==> config.mk <==
export PLATFORM = sky130hd
export DESIGN_NAME = adder_test_ctrl
export DESIGN_NICKNAME = d
export VERILOG_FILES = /design/src/rtl/adder_test_ctrl.sv
export SDC_FILE = /design/constraint.sdc
export NUM_CORES = 1
export LEC_CHECK = 0
export CAP_MARGIN = 10
export CORE_MARGIN = 3
export CORE_UTILIZATION = 28
export DETAILED_ROUTE_END_ITERATION = 16
export GPL_TIMING_DRIVEN = 1
export MAX_ROUTING_LAYER = met4
export RECOVER_POWER = 25
export SYNTH_ARGS = -nofsm -noshare
export SYNTH_HDL_FRONTEND = slang
export SYNTH_SLANG_ARGS = --single-unit
==> constraint.sdc <==
create_clock -name clk -period 2.7 [get_ports clk]
set_input_delay 0.54 -clock clk [delete_from_list [all_inputs] [get_ports clk]]
set_output_delay 0.54 -clock clk [all_outputs]
set_load 0.02 [all_outputs]
==> src/rtl/adder_test_ctrl.sv <==
// Exhaustive sequencer for an N-bit adder: applies every {cin,b,a} vector, waits LAT
// cycles, compares the DUT result with a+b+cin and records the mismatch count and first failure.
module adder_test_ctrl #(
  parameter int N    = 4,
  parameter int LAT  = 0,
  parameter int ERRW = 16
) (
  input  logic            clk,
  input  logic            rst_n,
  input  logic            start,
  input  logic            abort,
  output logic [N-1:0]    a,
  output logic [N-1:0]    b,
  output logic            cin,
  input  logic [N-1:0]    dut_sum,
  input  logic            dut_cout,
  output logic            busy,
  output logic            done,
  output logic            pass,
  output logic [ERRW-1:0] err_count,
  output logic [N-1:0]    fail_a,
  output logic [N-1:0]    fail_b,
  output logic            fail_cin,
  output logic [2:0]      dbg_state
);

  localparam int IW = 2 * N + 1;
  localparam int CW = (LAT > 1) ? $clog2(LAT) : 1;
  localparam logic [CW-1:0] SETTLE_INIT = CW'((LAT > 0) ? LAT - 1 : 0);

  typedef enum logic [2:0] {
    S_IDLE   = 3'd0,
    S_APPLY  = 3'd1,
    S_SETTLE = 3'd2,
    S_CHECK  = 3'd3,
    S_DONE   = 3'd4
  } state_t;

  state_t          state_q, state_d;
  logic [IW-1:0]   idx_q, idx_d;
  logic [CW-1:0]   cnt_q, cnt_d;
  logic [N-1:0]    a_q, a_d, b_q, b_d;
  logic            cin_q, cin_d;
  logic [ERRW-1:0] err_q, err_d;
  logic [N-1:0]    fa_q, fa_d, fb_q, fb_d;
  logic            fc_q, fc_d;
  logic            flag_q, flag_d;
  logic [N:0]      exp_sum;
  logic            mismatch;

  assign exp_sum  = {1'b0, a_q} + {1'b0, b_q} + {{N{1'b0}}, cin_q};
  assign mismatch = ({dut_cout, dut_sum} != exp_sum);

  // start and abort are plain levels sampled on each rising edge; there is no
  // handshake. start is only honoured in IDLE/DONE, abort in every state and wins.
  always_comb begin
    state_d = state_q;
    idx_d   = idx_q;
    cnt_d   = cnt_q;
    a_d     = a_q;
    b_d     = b_q;
    cin_d   = cin_q;
    err_d   = err_q;
    fa_d    = fa_q;
    fb_d    = fb_q;
    fc_d    = fc_q;
    flag_d  = flag_q;
    if (abort) begin
      state_d = S_IDLE;
    end else begin
      case (state_q)
        S_IDLE, S_DONE: begin
          if (start) begin
            idx_d   = '0;
            err_d   = '0;
            fa_d    = '0;
            fb_d    = '0;
            fc_d    = 1'b0;
            flag_d  = 1'b0;
            state_d = S_APPLY;
          end
        end
        S_APPLY: begin
          {cin_d, b_d, a_d} = idx_q;
          if (LAT > 0) begin
            cnt_d   = SETTLE_INIT;
            state_d = S_SETTLE;
          end else begin
            state_d = S_CHECK;
          end
        end
        S_SETTLE: begin
          if (cnt_q == '0) state_d = S_CHECK;
          else             cnt_d   = cnt_q - 1'b1;
        end
        S_CHECK: begin
          if (mismatch) begin
            if (err_q != '1) err_d = err_q + 1'b1;
            if (!flag_q) begin
              fa_d   = a_q;
              fb_d   = b_q;
              fc_d   = cin_q;
              flag_d = 1'b1;
            end
          end
          // Terminal vector leaves before the increment, so idx never wraps.
          if (&idx_q) begin
            state_d = S_DONE;
          end else begin
            idx_d   = idx_q + 1'b1;
            state_d = S_APPLY;
          end
        end
        default: state_d = S_IDLE;
      endcase
    end
  end

  always_ff @(posedge clk or negedge rst_n) begin
    if (!rst_n) begin
      state_q <= S_IDLE;
      idx_q   <= '0;
      cnt_q   <= '0;
      a_q     <= '0;
      b_q     <= '0;
      cin_q   <= 1'b0;
      err_q   <= '0;
      fa_q    <= '0;
      fb_q    <= '0;
      fc_q    <= 1'b0;
      flag_q  <= 1'b0;
    end else begin
      state_q <= state_d;
      idx_q   <= idx_d;
      cnt_q   <= cnt_d;
      a_q     <= a_d;
      b_q     <= b_d;
      cin_q   <= cin_d;
      err_q   <= err_d;
      fa_q    <= fa_d;
      fb_q    <= fb_d;
      fc_q    <= fc_d;
      flag_q  <= flag_d;
    end
  end

  assign a         = a_q;
  assign b         = b_q;
  assign cin       = cin_q;
  assign busy      = (state_q == S_APPLY) || (state_q == S_SETTLE) || (state_q == S_CHECK);
  assign done      = (state_q == S_DONE);
  assign pass      = done && (err_q == '0);
  assign err_count = err_q;
  assign fail_a    = fa_q;
  assign fail_b    = fb_q;
  assign fail_cin  = fc_q;
  assign dbg_state = state_q;

endmodule

---- Word-level counts from Yosys, hierarchy flattened ----
Cells that the tools add are included.
storage, ports and cells
  register bits ........................... 48
  input port bits ......................... 9
  word-level logic and storage cells ...... 71
cells by class
  add/sub/neg operators ................... 5
  equal/unequal tests ..................... 13
  mux-type cells .......................... 26
  bitwise logic cells ..................... 1
  reductions and logical operators ........ 15
operator list
  cell                     count
  $mux W16                 3
  $pmux W16 S2             1
  $mux W4                  5
  $mux W9                  2
  $pmux W9 S2              1
  $add A16 B1 Y16 const B  1
  $logic_not A16 Y1        1
  $ne A16 B16 Y1 const B   1
  $pmux W4 S2              2
  $mux W3                  4
  $pmux W3 S4              1
  $ne A2 B2 Y1 const B     5
  $reduce_and A5 Y1        2
  $add A9 B1 Y9 const B    1
  $reduce_and A9 Y1        1
  $reduce_and A4 Y1        2
  $eq A3 B2 Y1 const B     2
  $ne A3 B3 Y1 const B     2
  $reduce_and A2 Y1        3
  $add A4 B4 Y5            1
  $add A5 B1 Y5            1
  $mux W1                  5
  $ne A5 B5 Y1             1
  $pmux W1 S2              2
  other kinds (9)          10

---- Depth between registers and ports, before layout ----
  word-level depth ........................ 5
  gate-level depth with buffers ........... 10
  mapped depth without buffers ............ 9

---- Worst setup path before layout ----
OpenSTA, ideal clock, no wires.
  path type ............................... register to register
  start ................................... register a_q[0] (netlist: a[0])
  end ..................................... register fa_q[1] (netlist: fail_a[1])
  setup time .............................. 0.121 ns
  arrival ................................. 2.563 ns
  path slack .............................. 0.016 ns
  stages on the path, launching flop included .. 9
  buffers on the path ..................... 1
  cell sequence ........................... dfrtp_1 -> fa_1 -> fa_1 -> xnor3_1 -> nand4_1 -> nor3_2 -> a221o_1 -> buf_4 -> a22o_1
on the way
  cells in the longest elaborated chain, start to end .. 5
RTL lines
  element                             RTL line  RTL
  from (decl)                         42        logic [N-1:0] a_q, a_d, b_q, b_d;
  from (signal assigned)              124       a_q <= '0;
  from (signal assigned)              136       a_q <= a_d;
  $add A4 B4 Y5                       51        assign exp_sum = {1'b0, a_q} + {1'b0, b_q} + {{N{1'b0}}, cin_q};
  $add A5 B1 Y5                       51
  $ne A5 B5 Y1                        52        assign mismatch = ({dut_cout, dut_sum} != exp_sum);
  $ne A2 B2 Y1 (no source line)       n/a
  $reduce_and A5 Y1 (no source line)  n/a
  to (signal assigned)                128       fa_q <= '0;
  to (signal assigned)                140       fa_q <= fa_d;
  to (decl)                           45        logic [N-1:0] fa_q, fa_d, fb_q, fb_d;
Every way passes these cells.
A chain may end at the register's enable or synchronous reset.

---- Final worst setup path ----
  start ................................... register a_q[0] (netlist: a[0])
  end ..................................... register err_q[15] (netlist: err_count[15])
on the way
  cells in the longest elaborated chain, start to end .. 5
RTL lines
  element                             RTL line  RTL
  $add A4 B4 Y5                       51
  $add A5 B1 Y5                       51
  $ne A5 B5 Y1                        52
  $ne A2 B2 Y1 (no source line)       n/a
  $reduce_and A5 Y1 (no source line)  n/a
  to (signal assigned)                139       err_q <= err_d;
  to (decl)                           44        logic [ERRW-1:0] err_q, err_d;
Every way passes these cells.

==> results.md <==
- Status: complete, no violations
- Setup CP Type: reg2reg
- Sink Count: 47
- Arr. time, crit path: between 2 and 3 ns
- Number of flops mapped to enable cells by yosys: 0
- Post-layout instance area: approximately 3800 µm²
- Fmax: between 300 and 400 MHz
- Routability cong.: between 0.8 and 0.9
- Avg WL per Cell: approximately 17 µm
- Maximum VDD drop: about 0.23 mV
- Worst endpoint required time: around 2.9 ns
- Layout cells sized above 1: 18.3%
- Starting Density: between 20 and 30%
- Pwr Density: just under 400 nW/µm²
- RSZ-0062 raised after global routing: true
- Die height: roughly 110 µm
- Critical Path End Type: flop
- Total GRT Usage: around 14%
- Cts hold-fix bufs: 0
- Fillcell total: 972
- Crit start category: flop
- Prevailing post-synth register cell: dfrtp_1
- Synth Net Count: approximately 310
- Clock buffer count from CTS: 5
- Final setup margin: approximately 0.046 ns
- Sequential area share after synthesis: 40.9%
- Detailed-route vias per instance: around 5.3
- Hold WC Path Type: in2async
- Most common cell after layout, fill and taps aside: dfrtp_1
- Antenna cells: 0
- Hold Violations, Final: 0
- Post-detail-place hpwl: 5.76 mm
- Leakage: 0.00158 µW
- Worst slew margin: a little under two fifths
- Number of I/O port buffers: between 40 and 50
- Worst Path Max Fanout: 6
- Clk slew on worst S/H paths: about 0.11 ns
- Ys Warns: 0
- Final setup violation count: 0
- Layout Area Growth over Synthesis: 31.8%
- Worst-Margin Slew: between 0.9 and 1 ns
- Yosys reg bits: 47
- Post-Syn Area: 2870 µm²
- Clk_skew: between 0.01 and 0.015 ns
- Yosys cell types: between 50 and 60
- Initial antenna violation count: 0
- Largest net degree at the start of global routing: 33
- Final Core Density: about two fifths
- Max Cap Violations: 0
- Drt pass-1 iters: 4
- Vias post-DR: 2588
- Antenna-violating nets left: 0
- Clock Tree Buf Depth: 2
- Core Area: between 9000 and 10000 µm²
- Hold Slack: 0.321 ns
- Die outline width: between 100 and 150 µm
- Fin. max-slew vios: 0
- Placed cell area: approximately 3500 µm²
- Clk Latency, worst-skew pair: ~0.32 ns
- Final worst-path cycle share: a little under 100%
- H-tree levels: 2
- CTS tree: done
- Syn avg cell area: around 9.8 µm²
- Post-Synthesis Cells: 294
- Layout Nets: approximately 370
- Total length of routed wires: 8.23 mm
- Rows: 36
- Fraction of registers with async set/reset: 100%
- GRT overflow: 0
- IO Count: 49
- Starting DRT DRC Count: 142
- Root Driver: clkbuf_8
- Vias in the first global route: roughly 2.5k
- Die area: approximately 12000 µm²
- Dpl ws: -0.202 ns
- DRC Markers: 0
- Clock period minus worst slack: ~2.7 ns
- Commonest non-fill, non-tap cells in the layout: dfrtp_1 (47), clkdlybuf4s50_1 (46), nand2_1 (21)
- First-pass GRT wire length: about 13 mm
[routing by layer]
metal  wire length [µm]  vias to the layer above  track usage [%]
met5                  0                        -                -
met4                134                        0             4.66
met3                413                       11             2.10
met2               4020                       70             22.0
met1               3670                     1284             19.8
li1                   -                     1223                -
[worst paths after layout]
check	endpoint	slack, ns	cells past startpoint	start
setup / recovery	err_count[15]	0.05	10	a[0]
hold / removal	err_count[6]	0.32	1	rst_n
setup reg to reg	err_count[15]	0.05	10	a[0]
hold reg to reg	idx_q[8]	0.51	2	idx_q[8]
max in group asynchronous	flag_q	1.04	2	rst_n
min in group clk	idx_q[8]	0.51	2	idx_q[8]
[critical path, stage by stage, from the launching register on]
cell and delay [ns]:
dfrtp_1 0.41, fa_2 0.42, fa_2 0.58, xnor2_2 0.12, nand4_1 0.14, buf_4 0.18
nor3_4 0.14, buf_6 0.18, buf_8 0.14, a211oi_2 0.07, o22a_1 0.16
[kinds of logic after synthesis]
logic type | count (synthesis) | synth area share (%)
DFF | 47 | 40.9
AOI/OAI and AO/OA | 79 | 20.0
muxes | 9 | 3.53
adders and majority gates | 9 | 4.44
buffers and inverters | 25 | 5.10
and+or+nand+nor | 114 | 22.1
xor gates and xnor gates | 11 | 3.83
[area by class of cell]
type,instances,area [µm²],area share (%)
multi-input cells,223,1650,43.5
flip-flops and latches,47,1180,31.1
repair buffers,71,676,17.9
well taps,133,166,4.40
clock buffers,5,68.8,1.82
clock inverters,3,27.5,0.727
inverters,6,22.5,0.595
[power by group]
part	total, µW	switching [µW]	internal [µW]	leakage, µW
clock network	472	280	192	0.0000467
registers	765	38.0	727	0.000652
logic	259	145	114	0.000885
[state kept, by name, summed over array words and instances, names as in the netlist]
| name | count |
|---|---|
| fail_b | 4 |
| fail_a | 4 |
| flag_q | 1 |
| b | 4 |
| fail_cin | 1 |
| err_count | 16 |
| cin | 1 |
| idx_q | 9 |
| dbg_state | 3 |
| a | 4 |
[synthesized netlist by cell type (2+ instances only)]
master	count	share of area, %
a211oi_1	4	1.0
xor2_1	2	0.61
nor2b_1	2	0.44
clkbuf_1	5	0.65
or3_1	3	0.65
mux2_2	9	3.5
a21o_1	5	1.3
nand4_1	9	2.0
a311oi_1	7	2.1
or4_1	2	0.52
fa_1	2	1.4
ha_1	7	3.0
xnor2_1	8	2.4
nand3_1	10	1.7
and3_1	7	1.5
o21ai_0	15	2.6
nand2_1	21	2.7
inv_1	6	0.78
dfrtp_1	47	41
a22o_1	9	2.7
nor4_1	5	1.1
and2_0	4	0.87
buf_4	4	1.0
a221o_1	2	0.70
nor3_1	14	2.4
buf_2	6	1.0
nand2b_1	2	0.44
o21a_1	2	0.52
and2_1	5	1.1
a2111oi_0	2	0.61
a31oi_1	3	0.65
a21oi_1	15	2.6
buf_6	4	1.6
o2111ai_1	3	0.91
nor2_1	18	2.4
and4_1	2	0.61
[per-stage QoR]
step	cells	TNS, ns	power (µW)
5_1_grt	488	-0.546	1560
2_1_floorplan	294	0	914
6_report	488	0	1500
3_5_place_dp	477	-2.74	1030
4_1_cts	485	-0.00944	1500
3_3_place_gp	477	-1.33	1020
[repair_timing]
item / 4_1_cts / 5_1_grt
pin swaps: 1 / 12
gates resized for setup: 7 / 21
gates cloned: 0 / 2
setup buffers: 0 / 2
endpoints found under the setup margin: 26 / 27
Power figures use the tool's default switching activity.
